==> src/rtl/pmem_arbiter.sv <==
// Shared physical-memory arbiter for the I-cache and D-cache line ports.
// Non-preemptive, one transaction in flight, alternating grant on contention.
module pmem_arbiter #(
    parameter int ADDR_WIDTH = 16,
    parameter int LINE_WIDTH = 128
) (
    input  logic                  clk,
    input  logic                  reset_n,

    input  logic                  i_pmem_read,
    input  logic [ADDR_WIDTH-1:0] i_pmem_address,
    output logic [LINE_WIDTH-1:0] i_pmem_rdata,
    output logic                  i_pmem_resp,

    input  logic                  d_pmem_read,
    input  logic                  d_pmem_write,
    input  logic [ADDR_WIDTH-1:0] d_pmem_address,
    input  logic [LINE_WIDTH-1:0] d_pmem_wdata,
    output logic [LINE_WIDTH-1:0] d_pmem_rdata,
    output logic                  d_pmem_resp,

    output logic                  pmem_read,
    output logic                  pmem_write,
    output logic [ADDR_WIDTH-1:0] pmem_address,
    output logic [LINE_WIDTH-1:0] pmem_wdata,
    input  logic [LINE_WIDTH-1:0] pmem_rdata,
    input  logic                  pmem_resp
);

    typedef enum logic [1:0] {
        IDLE    = 2'd0,
        GRANT_I = 2'd1,
        GRANT_D = 2'd2,
        DRAIN   = 2'd3
    } state_e;

    typedef enum logic {
        SIDE_I = 1'b0,
        SIDE_D = 1'b1
    } side_e;

    state_e                state_q, state_d;
    side_e                 last_grant_q, last_grant_d;
    logic                  rd_q, rd_d;
    logic                  wr_q, wr_d;
    logic [ADDR_WIDTH-1:0] addr_q, addr_d;
    logic [LINE_WIDTH-1:0] wdata_q, wdata_d;

    logic i_req;
    logic d_req;
    logic busy;
    logic fwd_i;
    logic fwd_d;

    assign i_req = i_pmem_read;
    assign d_req = d_pmem_read | d_pmem_write;

    // NOTE: every variable gets a default before the case so no path leaves it unassigned (no latch).
    always_comb begin
        state_d      = state_q;
        last_grant_d = last_grant_q;
        rd_d         = rd_q;
        wr_d         = wr_q;
        addr_d       = addr_q;
        wdata_d      = wdata_q;
        fwd_i        = 1'b0;
        fwd_d        = 1'b0;

        case (state_q)
            IDLE: begin
                // On contention the side that did not win last time is served.
                if (i_req && (!d_req || last_grant_q == SIDE_D)) begin
                    state_d      = GRANT_I;
                    last_grant_d = SIDE_I;
                    rd_d         = 1'b1;
                    wr_d         = 1'b0;
                    addr_d       = i_pmem_address;
                    wdata_d      = '0;
                end else if (d_req) begin
                    state_d      = GRANT_D;
                    last_grant_d = SIDE_D;
                    rd_d         = d_pmem_read;
                    wr_d         = d_pmem_write;
                    addr_d       = d_pmem_address;
                    wdata_d      = d_pmem_wdata;
                end
            end

            GRANT_I: begin
                if (pmem_resp) begin
                    fwd_i   = i_req;
                    state_d = IDLE;
                end else if (!i_req) begin
                    state_d = DRAIN;
                end
            end

            GRANT_D: begin
                if (pmem_resp) begin
                    fwd_d   = d_req;
                    state_d = IDLE;
                end else if (!d_req) begin
                    state_d = DRAIN;
                end
            end

            // Memory cannot abort: hold the latched command until it completes.
            DRAIN: begin
                if (pmem_resp) begin
                    state_d = IDLE;
                end
            end

            default: state_d = IDLE;
        endcase
    end

    // NOTE: the line-wide data register is reset too, so pmem_wdata is defined from reset onward.
    always_ff @(posedge clk or negedge reset_n) begin
        if (!reset_n) begin
            state_q      <= IDLE;
            last_grant_q <= SIDE_I;
            rd_q         <= 1'b0;
            wr_q         <= 1'b0;
            addr_q       <= '0;
            wdata_q      <= '0;
        end else begin
            // NOTE: non-blocking assignments so all registers update from the same pre-edge values.
            state_q      <= state_d;
            last_grant_q <= last_grant_d;
            rd_q         <= rd_d;
            wr_q         <= wr_d;
            addr_q       <= addr_d;
            wdata_q      <= wdata_d;
        end
    end

    assign busy = (state_q != IDLE);

    assign pmem_read    = busy & rd_q;
    assign pmem_write   = busy & wr_q;
    assign pmem_address = busy ? addr_q  : '0;
    assign pmem_wdata   = busy ? wdata_q : '0;

    assign i_pmem_resp  = fwd_i;
    assign i_pmem_rdata = fwd_i ? pmem_rdata : '0;
    assign d_pmem_resp  = fwd_d;
    assign d_pmem_rdata = fwd_d ? pmem_rdata : '0;

endmodule
==> config.mk <==
export PLATFORM = sky130hd
export DESIGN_NAME = pmem_arbiter
export DESIGN_NICKNAME = d
export VERILOG_FILES = /design/src/rtl/pmem_arbiter.sv
export SDC_FILE = /design/constraint.sdc
export NUM_CORES = 1
export LEC_CHECK = 0
export CAP_MARGIN = 20
export CORE_AREA = 2 2 271 273
export CTS_BUF_LIST = sky130_fd_sc_hd__clkbuf_2 sky130_fd_sc_hd__clkbuf_4 sky130_fd_sc_hd__clkbuf_8
export CTS_CLUSTER_SIZE = 25
export DETAILED_ROUTE_END_ITERATION = 12
export DIE_AREA = 0 0 273 275
export PLACE_DENSITY = 0.42
export SLEW_MARGIN = 15
export SYNTH_ARGS = -nofsm -noshare
export SYNTH_HDL_FRONTEND = slang
export SYNTH_SLANG_ARGS = --single-unit
==> constraint.sdc <==
create_clock -name clk -period 1.6 [get_ports clk]
set_input_delay 0.24 -clock clk [delete_from_list [all_inputs] [get_ports clk]]
set_output_delay 0.24 -clock clk [all_outputs]
set_load 0.005 [all_outputs]
==> metrics, run 1 <==
TritonCTS Buffers=17; Worst EP required=1.36 ns; Slew @ Worst Pin=0.405 ns; Layout area overhead=126%; Total Die Area=75100 µm²; met3 Use GR=0.0668; FP Rows=99; Sw Ratio=0.367; fmax=0.382 GHz; delay-heaviest family, CP=buffers and inverters; crit-path max cell delay=0.51 ns; PnR worst setup slack=-1.02 ns; Setup Viol. Count Final=553; register area share after synthesis=0.447; deepest clock path buffer count=2; fin util=0.261; router iterations before antenna repair=5; Setup crit start kind=register; crit end category=primary output; Reg power frac=0.230; Die Y=275 µm; DRT iter0 DRCs=412; Initial Utilization=0.115; RSZ-0062 raised after global routing=true; met1 global-route usage=0.146; CORE AREA=72300 µm²; Die X-Extent=273 µm; fillcell total=7827; RR Endpoint=state_q[0]; Synth top area share=0.447; Cell Int Power=17.4 mW; final wirelength=58.5 mm; Hold Vio Cnt, Final=0; Max Cap Viol=0; Synth warnings=0; HPWL Detailed=45.8 mm; slowest CP cell=clkdlybuf4s50_1; Clk network pwr share=0.121; share of layout cells above drive strength 1=0.371; slew margin rel.=0.730; Yosys reg bits=149; cells after synthesis=858; Combinational Power Share=0.649; IO Port Bufs=697; failing checks=setup timing; synthesized net count=1157; Syn Area/Cell=9.72 µm²; WS Path Type=reg2out; P_leak=9.88 nW; post-synth cell types=29; CTS tree=done; VDD IR max=0.000799 V; Clock Skew=0.0213 ns; critical-path cell list=inv_2, ha_4, nand2_4, nor2_4, buf_12, clkbuf_16, and2_1, clkdlybuf4s50_1; mapped cell area=8340 µm²; initial antenna violation count=32; met2 Usage GRT=0.244; grt peak-use layer=met2; WP depth=8; worst hold slack=0.174 ns; crit path buf inv count=4; total net switching power=10.1 mW; largest cells by area after synthesis=dfrtp_1 (45%), and2_1 (19%), a22o_1 (14%), nor2b_1 (11%), clkbuf_1 (2.0%); # IOs=698; total global routing overflow=0; Nets=1990; Worst Hold Class=in2async; RePlAce Congestion=0.803; CTS H-Tree Depth=4; Global Route Usage Sum=0.141; status=finished with violations; arrival time at the worst endpoint=2.38 ns; worst skew pair latency=0.54 ns; r2r setup slk=-0.48 ns; number of global-route vias before repair=9817; first-pass GRT wire length=74.6 mm; via/cell ratio=3.71; pwr dens=1460 nW/µm²; final worst-path cycle share=1.64; via count of the routed design=9907; DRC=0; Max FO, Critical Path=15; clock-pin slew on the worst setup and hold paths=0.10 ns; total chip power=27.5 mW; R2R Path Start=state_q[1]; final count of pins violating max slew=0; Root Buffer Master=clkbuf_8; post-route ant nets=0; CTS Sinks=149; TNS Setup=-354.97 ns; largest net degree at the start of global routing=44; Tmin final=2.62 ns; area leader, netlist=dfrtp_1; worst reg2reg path depth=9; DR WL/cell=21.9 µm
==> logic make-up after synthesis <==
kind of cell / count (synthesis) / share of synthesized area
simple gates: 427 / 0.315
compound gates: 188 / 0.181
flops: 149 / 0.447
buf+inv: 87 / 0.0474
fa+ha+maj: 5 / 0.00750
mux: 2 / 0.00240
==> cells in the final DEF, fill, tap and decap left out, drive strengths merged, types with 20 or more instances in the layout <==
cell           instances
buf                  352
nor2b                147
clkbuf               136
a22o                 129
and2                 256
dlymetal6s2s          78
dfrtp                149
clkdlybuf4s50        320
clkdlybuf4s15         22
nor2                  20
==> area by class of cell <==
type                    count  area [µm²]  area share
repair buffers            896        8610       0.457
diodes                     10        25.0     0.00133
clock buffers              19         249      0.0132
inverters                   4        15.0    0.000797
well taps                 959        1200      0.0637
multi-input cells         623        4850       0.257
clock inverters            13         174     0.00923
flip-flops and latches    149        3730       0.198
==> routing by layer <==
| metal | vias to the layer above | share of wire |
|---|---|---|
| met2 | 428 | 0.50 |
| met3 | 84 | 0.10 |
| met1 | 4807 | 0.37 |
| met4 | 28 | 0.030 |
| met5 | - | 0.0029 |
| li1 | 4560 | - |
==> Yosys cell counts (all sizes together) <==
master	count
a21o	1
a21oi	19
a221oi	1
a22o	129
a31oi	16
a32oi	1
and2	256
and3	1
buf	37
clkbuf	46
dfrtp	149
ha	5
inv	4
mux2i	2
nand2	1
nand2b	1
nor2	20
nor2b	147
o21ai	16
o21ba	1
o21bai	1
o221ai	1
o31a	1
o31ai	1
or4b	1
==> flip-flops by register name, indices dropped and copies added, names as in the netlist <==
name,count
wdata_q,128
addr_q,16
state_q,2
last_grant_q,1
rd_q,1
wr_q,1
==> metrics by stage <==
step           cell area, µm²  cells  setup slack (ns)
3_3_place_gp            17000   2515            -0.873
5_1_grt                 18800   2671             -1.12
2_1_floorplan            8360    858           -0.0383
6_report                18800   2673             -1.02
4_1_cts                 17700   2563             -1.14
3_5_place_dp            17000   2515            -0.859
==> how the worst max path moves through the flow <==
stage                     slack [ns]                end   startpoint
after floorplan                -0.04    pmem_wdata[100]   state_q[0]
after global placement         -0.87  d_pmem_rdata[112]  d_pmem_read
after detailed placement       -0.86    d_pmem_rdata[1]  d_pmem_read
after CTS                      -1.14  i_pmem_rdata[121]   state_q[1]
after global routing           -1.12   d_pmem_rdata[50]   state_q[0]
final                          -1.02   d_pmem_rdata[50]   state_q[0]
==> power by group through the flow <==
stage	clock (mW)	combinational [mW]	sequential (mW)
after floorplan	0	6.19	6.03
after detailed placement	0	14.6	6.29
after global routing	3.61	19.2	6.56
after global placement	0	14.7	6.30
final	3.33	17.9	6.34
after CTS	3.51	14.9	6.26
==> repair_timing <==
action	4_1_cts	5_1_grt
hold endpoints to repair	149	0
cloned	4	17
buffers inserted	11	83
endpoints found under the setup margin	553	553
resized for setup	174	975
pin swaps	0	7
hold buffers	1	0
Power figures use the tool's default switching activity.
==> run 2: changes to the inputs <==
Settings changed: CTS_CLUSTER_SIZE 25 to 20, SLEW_MARGIN 15 to unset.
==> results of run 2 <==
No change in the layout: final DEF, timing and power equal those of run 1.
==> run 3: changes to the inputs <==
Settings changed: CORE_AREA 2 2 271 273 to 2 2 270 272, DIE_AREA 0 0 273 275 to 0 0 272 274, PLACE_DENSITY 0.42 to 0.41.
Clock period 1.6 ns to 2.7 ns, I/O delays scaled along.
==> metrics, run 3 (synthesis results as in run 1) <==
commonest non-fill, non-tap cells in the layout=clkdlybuf4s50_1 (295), and2_1 (249), dlygate4sd2_1 (211); number of global-route vias before repair=9662 (-1.6%); Setup crit start kind=register; Global Route Usage Sum=0.144 (+0.00235); Total Die Area=74500 µm² (-0.73%); RePlAce Congestion=0.852 (+6.1%); Biggest register=wdata_q; IO Port Bufs=697 (unchanged); Max FO, Critical Path=17 (+2); Tmin final=2.69 ns; CTS H-Tree Depth=4 (unchanged); first-pass GRT wire length=76.1 mm (+1.9%); Clk network pwr share=0.150 (+0.029); RR Endpoint=wdata_q[96]; Sw Ratio=0.375 (+0.00818); P_leak=8.77 nW (-11%); slew margin rel.=0.612 (-0.118); CTS tree=done; WS Path Type=reg2out; Slew @ Worst Pin=0.581 ns (+0.177 ns); total global routing overflow=0 (unchanged); final worst-path cycle share=0.995; TritonCTS Buffers=17 (unchanged); DRC=0 (unchanged); VDD IR max=0.000362 V (-55%); deepest clock path buffer count=2 (unchanged); fin util=0.240 (-0.0205); share of layout cells above drive strength 1=0.176 (-0.196); Clock Skew=0.0178 ns (-0.00344 ns); largest net degree at the start of global routing=65 (+48%); worst reg2reg path depth=11 (+2); via/cell ratio=3.70 (-0.15%); Nets=1885 (-5.3%); total net switching power=5.26 mW (-48%); Critical Path Most Common Cell=buf_12; Hold Vio Cnt, Final=0 (unchanged); CORE AREA=72000 µm² (-0.51%); Worst EP required=2.30 ns (+0.94 ns); Layout area overhead=107%; DRT iter0 DRCs=435 (+5.6%); Die Y=274 µm (-0.36%); worst skew pair latency=0.53 ns (about the same); worst hold slack=0.421 ns (+0.247 ns); Cell Int Power=8.76 mW (-50%); fillcell total=7908 (+1.0%); PnR worst setup slack=0.0147 ns (+1.03 ns); Reg power frac=0.264 (+0.034); final wirelength=56.3 mm (-3.7%); RSZ-0062 raised after global routing=true; largest registers=wdata_q: 128 flops, addr_q: 16 flops, state_q: 2 flops; HPWL Detailed=42.6 mm (-6.9%); post-route ant nets=0 (unchanged); R2R Path Start=state_q[1]; slowest CP cell=clkdlybuf4s50_1; Setup Viol. Count Final=0 (-100%); via count of the routed design=9481 (-4.3%); max FFs per register=128 (unchanged); Combinational Power Share=0.587 (-0.062); Die X-Extent=272 µm (-0.37%); fmax=0.372 GHz; Worst Hold Class=in2async; initial antenna violation count=25 (-22%); crit-path max cell delay=0.53 ns (+0.02 ns); Initial Utilization=0.116 (+0.000595); r2r setup slk=0.34 ns (+0.82 ns); pwr dens=812 nW/µm² (-44%); arrival time at the worst endpoint=2.28 ns (-0.10 ns); CTS Sinks=149 (unchanged); most common cell after layout, fill and taps aside=clkdlybuf4s50_1; router iterations before antenna repair=5 (unchanged); clock-pin slew on the worst setup and hold paths=0.09 ns (about the same); status=finished clean; post-place setup slack=-0.0504 ns (+0.809 ns); critical-path cell list=inv_2, buf_4, buf_12, ha_4, buf_12, nor2b_1, clkdlybuf4s50_1; # IOs=698 (unchanged); FP Rows=99 (unchanged); crit end category=primary output; final count of pins violating max slew=0 (unchanged); DR WL/cell=22.0 µm (+0.43%); Root Buffer Master=clkbuf_8; Max Cap Viol=0 (unchanged)
run 3: repair_timing:
| item | in CTS | in global routing |
|---|---|---|
| gates resized for setup | 501 | 288 |
| cloned | 11 | 4 |
| setup endpoints to repair | 404 | 166 |
| pin swaps | 4 | 1 |
| hold endpoints to repair | 53 | 0 |
| hold buffers | 1 | 0 |
| setup buffers | 31 | 10 |
run 3: power groups by stage:
stage	clock [mW]	combinational (mW)	sequential (mW)
global route	2.28	8.93	3.83
finish	2.10	8.23	3.70
CTS	2.21	8.37	3.68
detailed placement	0	8.24	3.70
floorplan	0	3.64	3.57
global placement	0	8.20	3.70
run 3: metal layers:
layer	track usage	up-vias	part of all wire
met5	0	-	0.0036
met1	0.176	4666	0.42
met3	0.0535	72	0.084
met2	0.237	372	0.48
met4	0.0356	32	0.013
li1	-	4339	-
run 3: worst max-delay path, delay by kind of cell (launching register included):
kind	cells	cell delay, ns
flip-flops	1	0.38
AND/OR/NAND/NOR	1	0.18
adder cells (fa/ha/maj)	1	0.17
buffers and inverters	5	1.02
run 3: area by class of cell:
type,count,area [µm²],share of cell area
Antenna cell,6,15.0,0.000869
Clock buffer,21,277,0.0160
Clock inverter,9,176,0.0102
Inverter,4,15.0,0.000869
Multi-Input combinational cell,623,4340,0.251
Sequential cell,149,3730,0.216
Tap cell,959,1200,0.0695
Timing Repair Buffer,791,7520,0.435
run 3: how the worst max path moves through the flow:
| stage | from | to | slack [ns] | cells after the start |
|---|---|---|---|---|
| 5_1_grt | state_q[1] | pmem_wdata[10] | -0.1 | 7 |
| 4_1_cts | state_q[1] | d_pmem_rdata[124] | -0.22 | 8 |
| 3_3_place_gp | d_pmem_write | d_pmem_rdata[118] | -0.04 | 8 |
| 2_1_floorplan | state_q[0] | pmem_wdata[100] | 0.90 | 5 |
| 3_5_place_dp | d_pmem_write | d_pmem_rdata[6] | -0.05 | 8 |
| 6_report | state_q[1] | pmem_wdata[6] | 0.01 | 7 |
run 3: metrics by stage:
stage,power (mW),instances,setup TNS (ns),instance area [µm²]
CTS,14.3,2546,-5.52,17400
detailed placement,11.9,2475,-0.175,16700
global placement,11.9,2475,-0.169,16700
global route,15.0,2558,-1.99,17300
finish,14.0,2562,0,17300
floorplan,7.21,858,0,8340
